**src/rtl/if_stage_if.sv**
```systemverilog
// Instruction-memory fetch bus between if_stage (master) and the instruction memory (slave).
// One outstanding request: imem_req/imem_addr are held until a single-cycle imem_valid pulse.
interface if_stage_if;
    logic        imem_req;
    logic [63:0] imem_addr;
    logic [31:0] imem_rdata;
    logic        imem_valid;

    modport master (
        output imem_req,
        output imem_addr,
        input  imem_rdata,
        input  imem_valid
    );

    modport slave (
        input  imem_req,
        input  imem_addr,
        output imem_rdata,
        output imem_valid
    );
endinterface

```
**src/rtl/if_stage.sv**
```systemverilog
// if_stage: instruction fetch stage plus IF/ID pipeline register.
// Owns the PC, fetches from a variable-latency memory (one request in flight),
// honours PCWrite/IF_ID_Write stalls and PCSrc redirects.
// Optional feature: define IF_PERF_CNT_EN to add saturating perf_fetched/perf_stall counters.
module if_stage #(
    parameter logic [63:0] PC_RESET = 64'h0,
    parameter logic [31:0] NOP_INST = 32'h0
) (
    input  logic        clk,
    input  logic        reset,
    input  logic        PCWrite,
    input  logic        IF_ID_Write,
    input  logic        PCSrc,
    input  logic [63:0] BranchTarget,
    if_stage_if.master  imem,
    output logic [31:0] instruction,
    output logic [63:0] PCPlus4Out,
    output logic [63:0] PC_IFID,
    output logic        if_valid
`ifdef IF_PERF_CNT_EN
    ,
    output logic [31:0] perf_fetched,
    output logic [31:0] perf_stall
`endif
);

    typedef enum logic [1:0] {
        S_IDLE,
        S_WAIT,
        S_HOLD,
        S_DROP
    } state_t;

    state_t      state_q, state_d;
    logic [63:0] pc_q, pc_d;
    logic [63:0] drop_addr_q, drop_addr_d;
    logic [31:0] skid_q, skid_d;
    logic [31:0] inst_q, inst_d;
    logic [63:0] pc4_q, pc4_d;
    logic [63:0] pcid_q, pcid_d;
    logic        valid_q, valid_d;

    logic        advance;
    logic        deliver;
    logic [31:0] deliver_word;
    logic [63:0] pc_plus4;

    // Next-state, fetch bus and IF/ID load logic; redirect overrides everything at the end.
    always_comb begin
        advance        = PCWrite & IF_ID_Write;
        pc_plus4       = pc_q + 64'd4;
        state_d        = state_q;
        pc_d           = pc_q;
        drop_addr_d    = drop_addr_q;
        skid_d         = skid_q;
        inst_d         = inst_q;
        pc4_d          = pc4_q;
        pcid_d         = pcid_q;
        valid_d        = valid_q;
        deliver        = 1'b0;
        deliver_word   = skid_q;
        imem.imem_req  = 1'b0;
        imem.imem_addr = pc_q;

        case (state_q)
            S_IDLE: begin
                state_d = S_WAIT;
            end
            S_WAIT: begin
                imem.imem_req = 1'b1;
                if (imem.imem_valid) begin
                    if (advance) begin
                        deliver      = 1'b1;
                        deliver_word = imem.imem_rdata;
                    end else begin
                        skid_d  = imem.imem_rdata;
                        state_d = S_HOLD;
                    end
                end
            end
            S_HOLD: begin
                if (advance) begin
                    deliver      = 1'b1;
                    deliver_word = skid_q;
                    state_d      = S_WAIT;
                end
            end
            S_DROP: begin
                imem.imem_req  = 1'b1;
                imem.imem_addr = drop_addr_q;
                if (imem.imem_valid) begin
                    state_d = S_WAIT;
                end
            end
            default: begin
                state_d = S_IDLE;
            end
        endcase

        if (deliver) begin
            pc_d    = pc_plus4;
            inst_d  = deliver_word;
            pc4_d   = pc_plus4;
            pcid_d  = pc_q;
            valid_d = 1'b1;
        end else if (IF_ID_Write) begin
            inst_d  = NOP_INST;
            valid_d = 1'b0;
        end

        // Redirect: the PC moves at once, but an in-flight request keeps its old
        // address on the bus (drop_addr) until its response arrives and is thrown away.
        if (PCSrc) begin
            pc_d    = BranchTarget;
            inst_d  = NOP_INST;
            valid_d = 1'b0;
            pc4_d   = pc4_q;
            pcid_d  = pcid_q;
            skid_d  = '0;
            case (state_q)
                S_WAIT: begin
                    drop_addr_d = pc_q;
                    state_d     = imem.imem_valid ? S_WAIT : S_DROP;
                end
                S_DROP: begin
                    state_d = imem.imem_valid ? S_WAIT : S_DROP;
                end
                default: begin
                    state_d = S_WAIT;
                end
            endcase
        end
    end

    // State, PC, skid buffer and IF/ID register.
    always_ff @(posedge clk or negedge reset) begin
        if (!reset) begin
            state_q     <= S_IDLE;
            pc_q        <= PC_RESET;
            drop_addr_q <= '0;
            skid_q      <= '0;
            inst_q      <= NOP_INST;
            pc4_q       <= '0;
            pcid_q      <= '0;
            valid_q     <= 1'b0;
        end else begin
            state_q     <= state_d;
            pc_q        <= pc_d;
            drop_addr_q <= drop_addr_d;
            skid_q      <= skid_d;
            inst_q      <= inst_d;
            pc4_q       <= pc4_d;
            pcid_q      <= pcid_d;
            valid_q     <= valid_d;
        end
    end

    assign instruction = inst_q;
    assign PCPlus4Out  = pc4_q;
    assign PC_IFID     = pcid_q;
    assign if_valid    = valid_q;

`ifdef IF_PERF_CNT_EN
    logic [31:0] perf_fetched_q, perf_fetched_d;
    logic [31:0] perf_stall_q, perf_stall_d;
    logic        stall_cycle;

    // Saturating counters: delivered instructions and fetch-stall cycles.
    always_comb begin
        perf_fetched_d = perf_fetched_q;
        perf_stall_d   = perf_stall_q;
        stall_cycle    = (state_q == S_HOLD) || ((state_q == S_WAIT) && !imem.imem_valid);
        if (deliver && !PCSrc && (perf_fetched_q != '1)) begin
            perf_fetched_d = perf_fetched_q + 32'd1;
        end
        if (stall_cycle && (perf_stall_q != '1)) begin
            perf_stall_d = perf_stall_q + 32'd1;
        end
    end

    // Counter registers.
    always_ff @(posedge clk or negedge reset) begin
        if (!reset) begin
            perf_fetched_q <= '0;
            perf_stall_q   <= '0;
        end else begin
            perf_fetched_q <= perf_fetched_d;
            perf_stall_q   <= perf_stall_d;
        end
    end

    assign perf_fetched = perf_fetched_q;
    assign perf_stall   = perf_stall_q;
`endif

endmodule

```
**src/flat_wrapper.sv**
```systemverilog
// flat-port wrapper written by rule: the top's interface ports become plain ports
module if_stage_flat 
#(
    parameter logic [63:0] PC_RESET = 64'h0,
    parameter logic [31:0] NOP_INST = 32'h0
)
  (clk, reset, PCWrite, IF_ID_Write, PCSrc, BranchTarget, instruction, PCPlus4Out, PC_IFID, if_valid, imem_imem_req, imem_imem_addr, imem_imem_rdata, imem_imem_valid);
  if_stage_if imem_i ();
  input  logic clk;
  input  logic reset;
  input  logic PCWrite;
  input  logic IF_ID_Write;
  input  logic PCSrc;
  input  logic [63:0] BranchTarget;
  output logic [31:0] instruction;
  output logic [63:0] PCPlus4Out;
  output logic [63:0] PC_IFID;
  output logic if_valid;
  output wire logic [$bits(imem_i.imem_req)-1:0] imem_imem_req;
  output wire logic [$bits(imem_i.imem_addr)-1:0] imem_imem_addr;
  input wire logic [$bits(imem_i.imem_rdata)-1:0] imem_imem_rdata;
  input wire logic [$bits(imem_i.imem_valid)-1:0] imem_imem_valid;
  assign imem_imem_req = imem_i.imem_req;
  assign imem_imem_addr = imem_i.imem_addr;
  assign imem_i.imem_rdata = imem_imem_rdata;
  assign imem_i.imem_valid = imem_imem_valid;
  if_stage #(.PC_RESET(PC_RESET), .NOP_INST(NOP_INST)) u_core (.clk(clk), .reset(reset), .PCWrite(PCWrite), .IF_ID_Write(IF_ID_Write), .PCSrc(PCSrc), .BranchTarget(BranchTarget), .imem(imem_i), .instruction(instruction), .PCPlus4Out(PCPlus4Out), .PC_IFID(PC_IFID), .if_valid(if_valid));
endmodule
```
**config.mk**
```make
export PLATFORM = sky130hd
export DESIGN_NAME = if_stage_flat
export DESIGN_NICKNAME = d
export VERILOG_FILES = /design/src/rtl/if_stage_if.sv /design/src/rtl/if_stage.sv /design/src/flat_wrapper.sv
export SDC_FILE = /design/constraint.sdc
export NUM_CORES = 1
export LEC_CHECK = 0
export CAP_MARGIN = 0
export CORE_UTILIZATION = 45
export CTS_CLUSTER_SIZE = 28
export DETAILED_ROUTE_END_ITERATION = 10
export DONT_BUFFER_PORTS = 1
export PLACE_DENSITY = 0.71
export SYNTH_ARGS = -nofsm -noshare
export SYNTH_HDL_FRONTEND = slang
export SYNTH_SLANG_ARGS = --single-unit
export TNS_END_PERCENT = 50
```
**constraint.sdc**
```tcl
create_clock -name clk -period 5.5 [get_ports clk]
set_clock_uncertainty 0.2 [all_clocks]
set_input_delay 0.825 -clock clk [delete_from_list [all_inputs] [get_ports clk]]
set_output_delay 0.825 -clock clk [all_outputs]
set_load 0.01 [all_outputs]
```
# After elaboration in Yosys (flattened, before gate mapping)
# Cells that the tools add are included.
word_totals:
  reg_bits: 323
  inputBits: 102
  output_inout_bits: 226
  wordCells: 57
op_classes:
  addsub: 1
  n_eq_ne: 8
  n_mux: 28
  bitwise: 2
  reduce_logical: 10
ops:
  columns: ["operator", "n"]
  rows:
  - ["two-way mux 32 bit", 10]
  - ["two-way mux 64 bit", 3]
  - ["adder 64 x 3 -> 64 bit, second input constant", 1]
  - ["two-way mux 2 bit", 7]
  - ["!= test 3 bit, second input constant", 3]
  - ["one-hot mux 2 bit (4 select lines)", 1]
  - ["two-way mux 1 bit", 6]
  - ["nonzero test 2 bit", 3]
  - ["equality test 2 bit, second input constant", 2]
  - ["AND reduction 2 bit", 2]
  - ["AND reduction 4 bit", 1]
  - ["!= test 3 x 2 -> 1 bit, second input constant", 1]
  - ["AND reduction 3 bit", 1]
  - ["nonzero test 3 bit", 1]
  - ["equality test 2 x 1 -> 1 bit, second input constant", 1]
  - ["zero test 2 bit", 1]
  - ["!= test 2 bit, second input constant", 1]
  - ["one-hot mux 1 bit (2 select lines)", 1]
  - ["OR reduction 2 bit", 1]
  - ["bitwise AND 1 bit", 1]
  - ["NOT 1 bit", 1]

# Depth between registers and ports, before layout
# Gate-level depths: netlist of the first run.
depth:
  depth_word: 6
  depth_mapped: 9

# Least setup slack after synthesis of the first run
# No wires, ideal clock.
synth_timing:
  path_type: "reg-to-output"
  from: "register u_core.state_q[0]"
  to: "output imem_imem_addr[62]"
  t_arrival_ns: 1.532
  t_required_ns: 4.475
  path_slack_ns: 2.943
  path_stages_with_launch: 7
  n_path_buf: 3
  cell_sequence: "dfrtp_1 -> ha_1 -> clkbuf_1 -> clkbuf_1 -> clkbuf_1 -> nand2_1 -> o21ai_0"
synth_via:
  elab_chain_len: 2
synth_rtl:
  columns: ["item", "line", "text"]
  rows:
  - ["from (decl)", "if_stage.sv:34", "state_t state_q, state_d;"]
  - ["from (signal assigned)", "if_stage.sv:147", "state_q <= state_d;"]
  - ["equality test 2 bit", "if_stage.sv:65", "case (state_q)"]
  - ["two-way mux 64 bit", "if_stage.sv:65", null]
  - ["to (decl)", "flat_wrapper.sv:20", "output wire logic [$bits(imem_i.imem_addr)-1:0] imem_imem_addr;"]
# No other way between the ends.

# Worst setup path in the final report of the first run
layout_timing:
  from: "register u_core.pc_q[2]"
  to: "register u_core.pc_q[54]"
layout_via:
  elab_chain_len: 3
layout_rtl:
  columns: ["item", "line", "text"]
  rows:
  - ["from (decl)", "if_stage.sv:35", "logic [63:0] pc_q, pc_d;"]
  - ["from (signal assigned)", "if_stage.sv:148", "pc_q <= pc_d;"]
  - ["adder 64 x 3 -> 64 bit", "if_stage.sv:51", "pc_plus4 = pc_q + 64'd4;"]
  - ["two-way mux 64 bit", "if_stage.sv:100", "if (deliver) begin"]
  - ["two-way mux 64 bit", "if_stage.sv:113", "if (PCSrc) begin"]
# No other way between the ends. The select of a mux whose other input is x is not followed.
# A chain may end at the register's enable or synchronous reset.

==> results of run 1 <==
sequential cells by signal, summed over array words and instances, names as in the netlist:
register            count
u_core.PCPlus4Out      62
u_core.PC_IFID         64
u_core.drop_addr_q     64
u_core.if_valid         1
u_core.instruction     32
u_core.pc_q            64
u_core.skid_q          32
u_core.state_q          2
placed cells by master (no fill, tap or decap), drive strengths merged, types with 9 or more instances in the layout:
cell	instances
a21oi	35
a31oi	32
and2	15
and3	9
and4	11
buf	9
clkbuf	50
dfrtp	321
inv	11
mux2	126
mux2i	39
nand2	406
nand3	42
nand4	56
nor2	62
nor3	24
nor4	26
o21ai	133
o31ai	12
or3	21
or4	18
xnor2	28
xor2	45
cell type report:
class	count	area (um2)
fillers	3169	17530
inverters	10	37.54
repair buffers	9	80.08
clock inverters	12	166.4
flip-flops and latches	321	8033
clock buffers	50	1055
well taps	455	569.3
diodes	3	7.507
multi-input cells	1181	7239
cell families after synthesis:
| logic type | synth area share (%) |
|---|---|
| mux | 11.37 |
| fa+ha+maj | 0.3144 |
| simple gates | 21.07 |
| xor+xnor | 4.017 |
| flops | 50.46 |
| compound gates | 8.419 |
| buf+inv | 4.355 |
power by group:
| group | leakage [nW] | internal (mW) | switching (mW) |
|---|---|---|---|
| sequential | 4.03 | 3.09 | 0.859 |
| combinational | 2.79 | 0.838 | 1.02 |
| clock | 0.604 | 1.52 | 0.965 |
layer usage:
metal,GRT usage (%),vias to the layer above
met2,38.92,518
met5,0,-
met1,33.04,6065
li1,-,5524
met4,10.83,0
met3,7.213,98
worst register-to-register path, cell delays in order (launching register included):
cell,delay (ns)
dfrtp_1,0.51
ha_1,0.30
nand3_2,0.24
nor3_4,0.78
nand4_2,0.67
or4_1,0.59
a31oi_1,0.19
per-stage QoR:
step                setup slack, ns  cells  util (%)
floorplan                     2.943   1658         -
global placement              2.242   1976     45.97
detailed placement            2.065   1976     45.97
CTS                           2.052   2038     49.49
global route                  1.778   2039     49.50
finish                        1.951   2041     49.51
path summary, 6_finish.rpt:
kind                                   startpoint                endpoint  slack, ns  cells past startpoint
max reg2reg                        u_core.pc_q[2]         u_core.pc_q[54]       1.95                      6
max in group asynchronous                   reset   u_core.PCPlus4Out[41]       4.43                      0
min reg2reg                u_core.drop_addr_q[62]  u_core.drop_addr_q[62]       0.28                      2
min                                         reset      u_core.PC_IFID[59]      -0.19                      0
min in group clk              imem_imem_rdata[10]       u_core.skid_q[10]       0.23                      2
max                                u_core.pc_q[2]         u_core.pc_q[54]       1.95                      6
cells in the mapped netlist (10+ instances only):
library cell | number | share of area (%)
dfrtp_1 | 321 | 50
clkbuf_1 | 91 | 2.1
nor4_1 | 22 | 0.86
buf_2 | 26 | 0.82
mux2i_1 | 39 | 2.5
nand3_1 | 40 | 1.3
mux2_2 | 126 | 8.9
xor2_1 | 45 | 2.5
inv_1 | 10 | 0.24
xnor2_1 | 28 | 1.5
and2_1 | 15 | 0.59
and4_1 | 11 | 0.61
o21ai_0 | 113 | 3.6
nand4_1 | 48 | 1.9
a21oi_1 | 35 | 1.1
nand2_1 | 405 | 9.6
or3_1 | 21 | 0.83
nor2_1 | 62 | 1.5
o21ai_1 | 19 | 0.60
o31ai_1 | 12 | 0.57
nor3_1 | 21 | 0.66
buf_4 | 17 | 0.80
a31oi_1 | 32 | 1.3
or4_1 | 16 | 0.75
what timing repair did:
action | CTS | global route
resized for setup | 0 | 0
hold endpoints to repair | 321 | 321
buffers inserted | 0 | 0
==> summary.md, run 1 <==
| Metric | Value |
|---|---|
| Crit-path max FO | 19 |
| Die height | 190.1 um |
| DR WL met2 | 21,070 um |
| Pwr/cell area | 483.0 mW/mm2 |
| Row cnt | 68 |
| Syn Inst Count | 1,658 |
| Area Overhead vs Synth | 7.978% |
| Hold crit path type | input port to asynchronous set/reset pin |
| Crit end category | flop |
| Starting Density | 45.85% |
| Final hold vios | 201 |
| Top delay family on crit path | simple AND/OR/NAND/NOR gates |
| H-tree depth | 2 |
| Core area | 0.03471 mm2 |
| Vias in the first global route | 11,840 |
| Mapped cell area | 0.01592 mm2 |
| Buffers added on ports | 0 |
| Total CTS buffers | 35 |
| Vias/cell | 5.980 |
| Synth Area per Inst | 9.601 um2 |
| Syn nets | 1,764 |
| Sequential-to-total area share from yosys stat | 50.46% |
| Total congestion overflow | 0 |
| FFs w/ async S/R, synth | 100.0% |
| Worst EP required | 5.73 ns |
| Final std cell area, no fill | 0.01719 mm2 |
| Wire length of the first global-routing pass | 70,410 um |
| Leakage | 7.428 nW |
| Drt drc | 0 |
| Top_reg_cell synth | dfrtp_1 |
| Tot GR Track Use | 25.23% |
| MaxCap Viol Count | 0 |
| Die Area | 0.03613 mm2 |
| Post-synth cell types | 56 |
| DR WL met3 | 4578 um |
| Highest Signal Layer | met4 |
| Gpl congestion | 0.9092 |
| Antenna Nets Post-Route | 0 |
| IO Pins | 328 |
| CP cell instances | ha_1 > nand3_2 > nor3_4 > nand4_2 > or4_1 > a31oi_1 |
| Flops & latches, synth | 321 |
| Max-slew violations | 0 |
| Max IR drop VDD | 0.0003126 V |
| CP peak stage delay | 0.77 ns |
| Fin crit share | 64.52% |
| WL met1 | 18,560 um |
| Synth warnings | 0 |
| Worst slew margin | 13.07% |
| Net count, final | 1,664 |
| Clk sinks | 321 |
| Tmin final | 3.549 ns |
| Die Width | 190.1 um |
| Failing checks | negative hold slack |
| Final setup fails | 0 |
| CTS clk-pin slew, worst paths | 0.06 ns |
| Outcome | finished with violations |
| Dpl hpwl | 31,020 um |
| CP Class | flop to flop |
| Max Root-Sink Buffers | 3 |
| DRT iter0 DRCs | 1,170 |
| DRT Wirelength | 46,010 um |
| Actual slew at the worst max-slew pin | 1.304 ns |
| Area after DPL | 0.01596 mm2 |
| RSZ-0062 raised after global routing | false |
| Worst path bufs/invs | 0 |
| CP startpoint kind | flop |
| Largest net degree at the start of global routing | 322 |
| Power Total | 8.302 mW |
| Initial antenna violation count | 1 |
| Initial DRT Pass Iterations | 5 |
| CP Data Arrival Time | 3.78 ns |
| Clock root cell | clkbuf_16 |
| Share of layout cells above drive strength 1 | 13.96% |
| Fmax | 281.8 MHz |
| Number of synthesized flops with an enable pin | 0 |
| Skew-Pair Late Insertion Delay | 0.52 ns |
| Via count | 12,210 |
| CTS tree | done |
| Hold Slack | -0.1911 ns |
| Final TNS setup | 0 ns |
| WL/cell | 22.54 um |
| Crit path max-delay cell type | nor3_4 |
Note: power is estimated with default switching activity, not from simulation.
==> run 2: changes to the inputs <==
- clock period: 5.5 -> 3.3 ns (I/O delays scaled with it)
==> run 2 against run 1 <==
  * The run ends with negative hold slack, max-slew violations left
  * Core utilization rose by 4.1 points
  * Clock power rose by 77%
  * Setup slack got worse by 1.9 ns
  * Maximum frequency rose by 10%
  * Routed wire length rose by 4.7%
  * Power rose by 73%
  * Critical endpoint is now u_core.pc_q[51]
  * Largest cell class unchanged
  * Sequential cell count did not move
  * Hold slack got worse by 0.37 ns
  * Final cell count rose by 7.2%
  * Count of clock-buffer cells in the layout rose by 6
  * Register-to-register slack got worse by 1.9 ns
  * Design area rose by 8.2%
==> summary.md, run 2 (synthesis results as in run 1) <==
| Metric | Value |
|---|---|
| P_int | 9.389 mW (+72%) |
| CTS clk-pin slew, worst paths | 0.06 ns (about the same) |
| Skew-Pair Late Insertion Delay | 0.55 ns (+0.03 ns) |
| Actual slew at the worst max-slew pin | 1.683 ns (+0.3790 ns) |
| Tot GR Track Use | 26.47% (+1.2 points) |
| Dpl hpwl | 32,040 um (+3.3%) |
| Flop pwr share | 45.7% (-1.9 points) |
| Grt met2 use | 40.36% (+1.4 points) |
| Drt drc | 0 (unchanged) |
| Total congestion overflow | 0 (unchanged) |
| Clock power share | 30.7% (+0.7 points) |
| Final TNS setup | 0 ns (unchanged) |
| IO Pins | 328 (unchanged) |
| Commonest non-fill, non-tap cell in the layout | nand2_1 |
| MaxCap Viol Count | 0 (unchanged) |
| Total CTS buffers | 38 (+8.6%) |
| Crit-path max FO | 10 (-9) |
| Final WS setup | 0.07346 ns (-1.878 ns) |
| Area Overhead vs Synth | 16.87% |
| Leakage | 8.090 nW (+8.9%) |
| Grt met1 use | 34.50% (+1.5 points) |
| Crit end category | flop |
| Hold buffers post-CTS | 101 |
| CP Data Arrival Time | 3.46 ns (-0.32 ns) |
| Reg2reg setup slack | 0.07 ns (-1.88 ns) |
| Sw frac | 34.51% (+0.22 points) |
| Wire length of the first global-routing pass | 73,640 um (+4.6%) |
| Row cnt | 68 (unchanged) |
| Tmin final | 3.227 ns (-0.3221 ns) |
| Largest net degree at the start of global routing | 322 (unchanged) |
| Initial antenna violation count | 5 (+4) |
| Met3 Resource Use GR | 7.120% (-0.092 points) |
| Vias in the first global route | 12,640 (+6.8%) |
| Fin crit share | 97.77% (+33 points) |
| Fmax | 309.9 MHz (+10%) |
| RSZ-0062 raised after global routing | false |
| Die Width | 190.1 um (unchanged) |
| Die height | 190.1 um (unchanged) |
| Max IR drop VDD | 0.0005671 V (+81%) |
| Postcts setup bufs | 0 (unchanged) |
| Worst slack at placement | 0.3630 ns (-1.702 ns) |
| Max Root-Sink Buffers | 3 (unchanged) |
| Hold crit path type | input port to asynchronous set/reset pin |
| Clk sinks | 321 (unchanged) |
| CP startpoint kind | flop |
| Clock root cell | clkbuf_16 |
| Outcome | finished with violations |
| Commonest non-fill, non-tap cells in the layout | nand2_1, dfrtp_1, mux2_2 |
| Hold Slack | -0.5639 ns (-0.3728 ns) |
| H-tree depth | 2 (unchanged) |
| Die Area | 0.03613 mm2 (unchanged) |
| Initial DRT Pass Iterations | 6 (+1) |
| Resized cells post-CTS | 0 (unchanged) |
| Failing checks | negative hold slack, max-slew violations |
| Antenna Nets Post-Route | 0 (unchanged) |
| DRT iter0 DRCs | 1,065 (-9.0%) |
| P_sw | 4.947 mW (+74%) |
| Buffers added on ports | 0 (unchanged) |
| Via count | 12,840 (+5.2%) |
| CTS tree | done |
| Final setup fails | 0 (unchanged) |
| Worst slew margin | -12.20% (-25 points) |
| Vias/cell | 5.869 (-1.9%) |
| Max-slew violations | 133 (+133) |
| Logic pwr share | 23.7% (+1.3 points) |
| CP Class | flop to flop |
| Net count, final | 1,804 (+8.4%) |
| Share of layout cells above drive strength 1 | 15.28% (+1.3 points) |
| Gpl congestion | 0.9755 (+7.3%) |
| Final hold vios | 321 (+60%) |
| GR peak layer | met2 |
| Worst EP required | 3.53 ns (-2.20 ns) |
| WL/cell | 22.03 um (-2.3%) |
| DRT Wirelength | 48,190 um (+4.7%) |
| Starting Density | 45.85% (unchanged) |
| Core area | 0.03471 mm2 (unchanged) |
| Pwr/cell area | 770.6 mW/mm2 (+60%) |
[run 2: changes by cell type in the layout (fill, tap and decap cells not counted), sizes merged]
cell / previous run / this run
buf: 9 / 46
bufinv: 4 / 3
clkbuf: 50 / 56
clkinvlp: 1 / 3
diode: 3 / 4
dlygate4sd3: 0 / 100
inv: 11 / 12
[run 2: power groups by stage]
stage          clock (mW)  combinational (mW)  sequential, mW
6_report             4.40                3.39            6.54
5_1_grt              4.63                3.72            6.69
4_1_cts              4.47                3.42            6.53
3_5_place_dp            0                3.25            6.59
3_3_place_gp            0                3.16            6.53
2_1_floorplan           0                2.73            6.08
[run 2: cell type report]
| cell class | count | area, um2 |
|---|---|---|
| fill | 3019 | 16110 |
| sequential | 321 | 8033 |
| multi-input combinational | 1181 | 7239 |
| timing repair buffer | 146 | 1391 |
| clock buffer | 56 | 1162 |
| tap | 455 | 569.3 |
| clock inverter | 14 | 160.2 |
| inverter | 10 | 37.54 |
| antenna | 4 | 10.01 |
[run 2: worst max-delay path, stage by stage (launching register included)]
cell and delay (ns):
dfrtp_1 0.60, nand4_1 0.39, nor4_1 0.68, and4_1 0.40
mux2i_1 0.21, nand2_1 0.07, dlygate4sd3_1 0.56
[run 2: per-stage QoR]
step	util [%]	cell area [um2]	total power, mW	std cells
after global placement	46.79	16240	9.695	2012
after floorplan	-	15920	8.806	1658
after detailed placement	46.79	16240	9.840	2012
after CTS	53.56	18590	14.42	2183
after global routing	53.59	18600	15.03	2187
final	53.59	18600	14.34	2187
[run 2: final timing paths]
check | endpoint | depth (start not counted) | from
max in group asynchronous | u_core.skid_q[19] | 0 | reset
worst max register to register | u_core.pc_q[51] | 6 | u_core.pc_q[24]
worst max-delay path | u_core.pc_q[51] | 6 | u_core.pc_q[24]
min in group clk | u_core.pc_q[32] | 2 | BranchTarget[32]
worst min register to register | u_core.drop_addr_q[62] | 2 | u_core.drop_addr_q[62]
worst min-delay path | u_core.PC_IFID[56] | 0 | reset
[run 2: layer usage]
layer	vias to the layer above	wire length, um
met1	6295	19660
met5	-	13
met2	604	21780
met3	133	4410
met4	2	2323
li1	5802	-
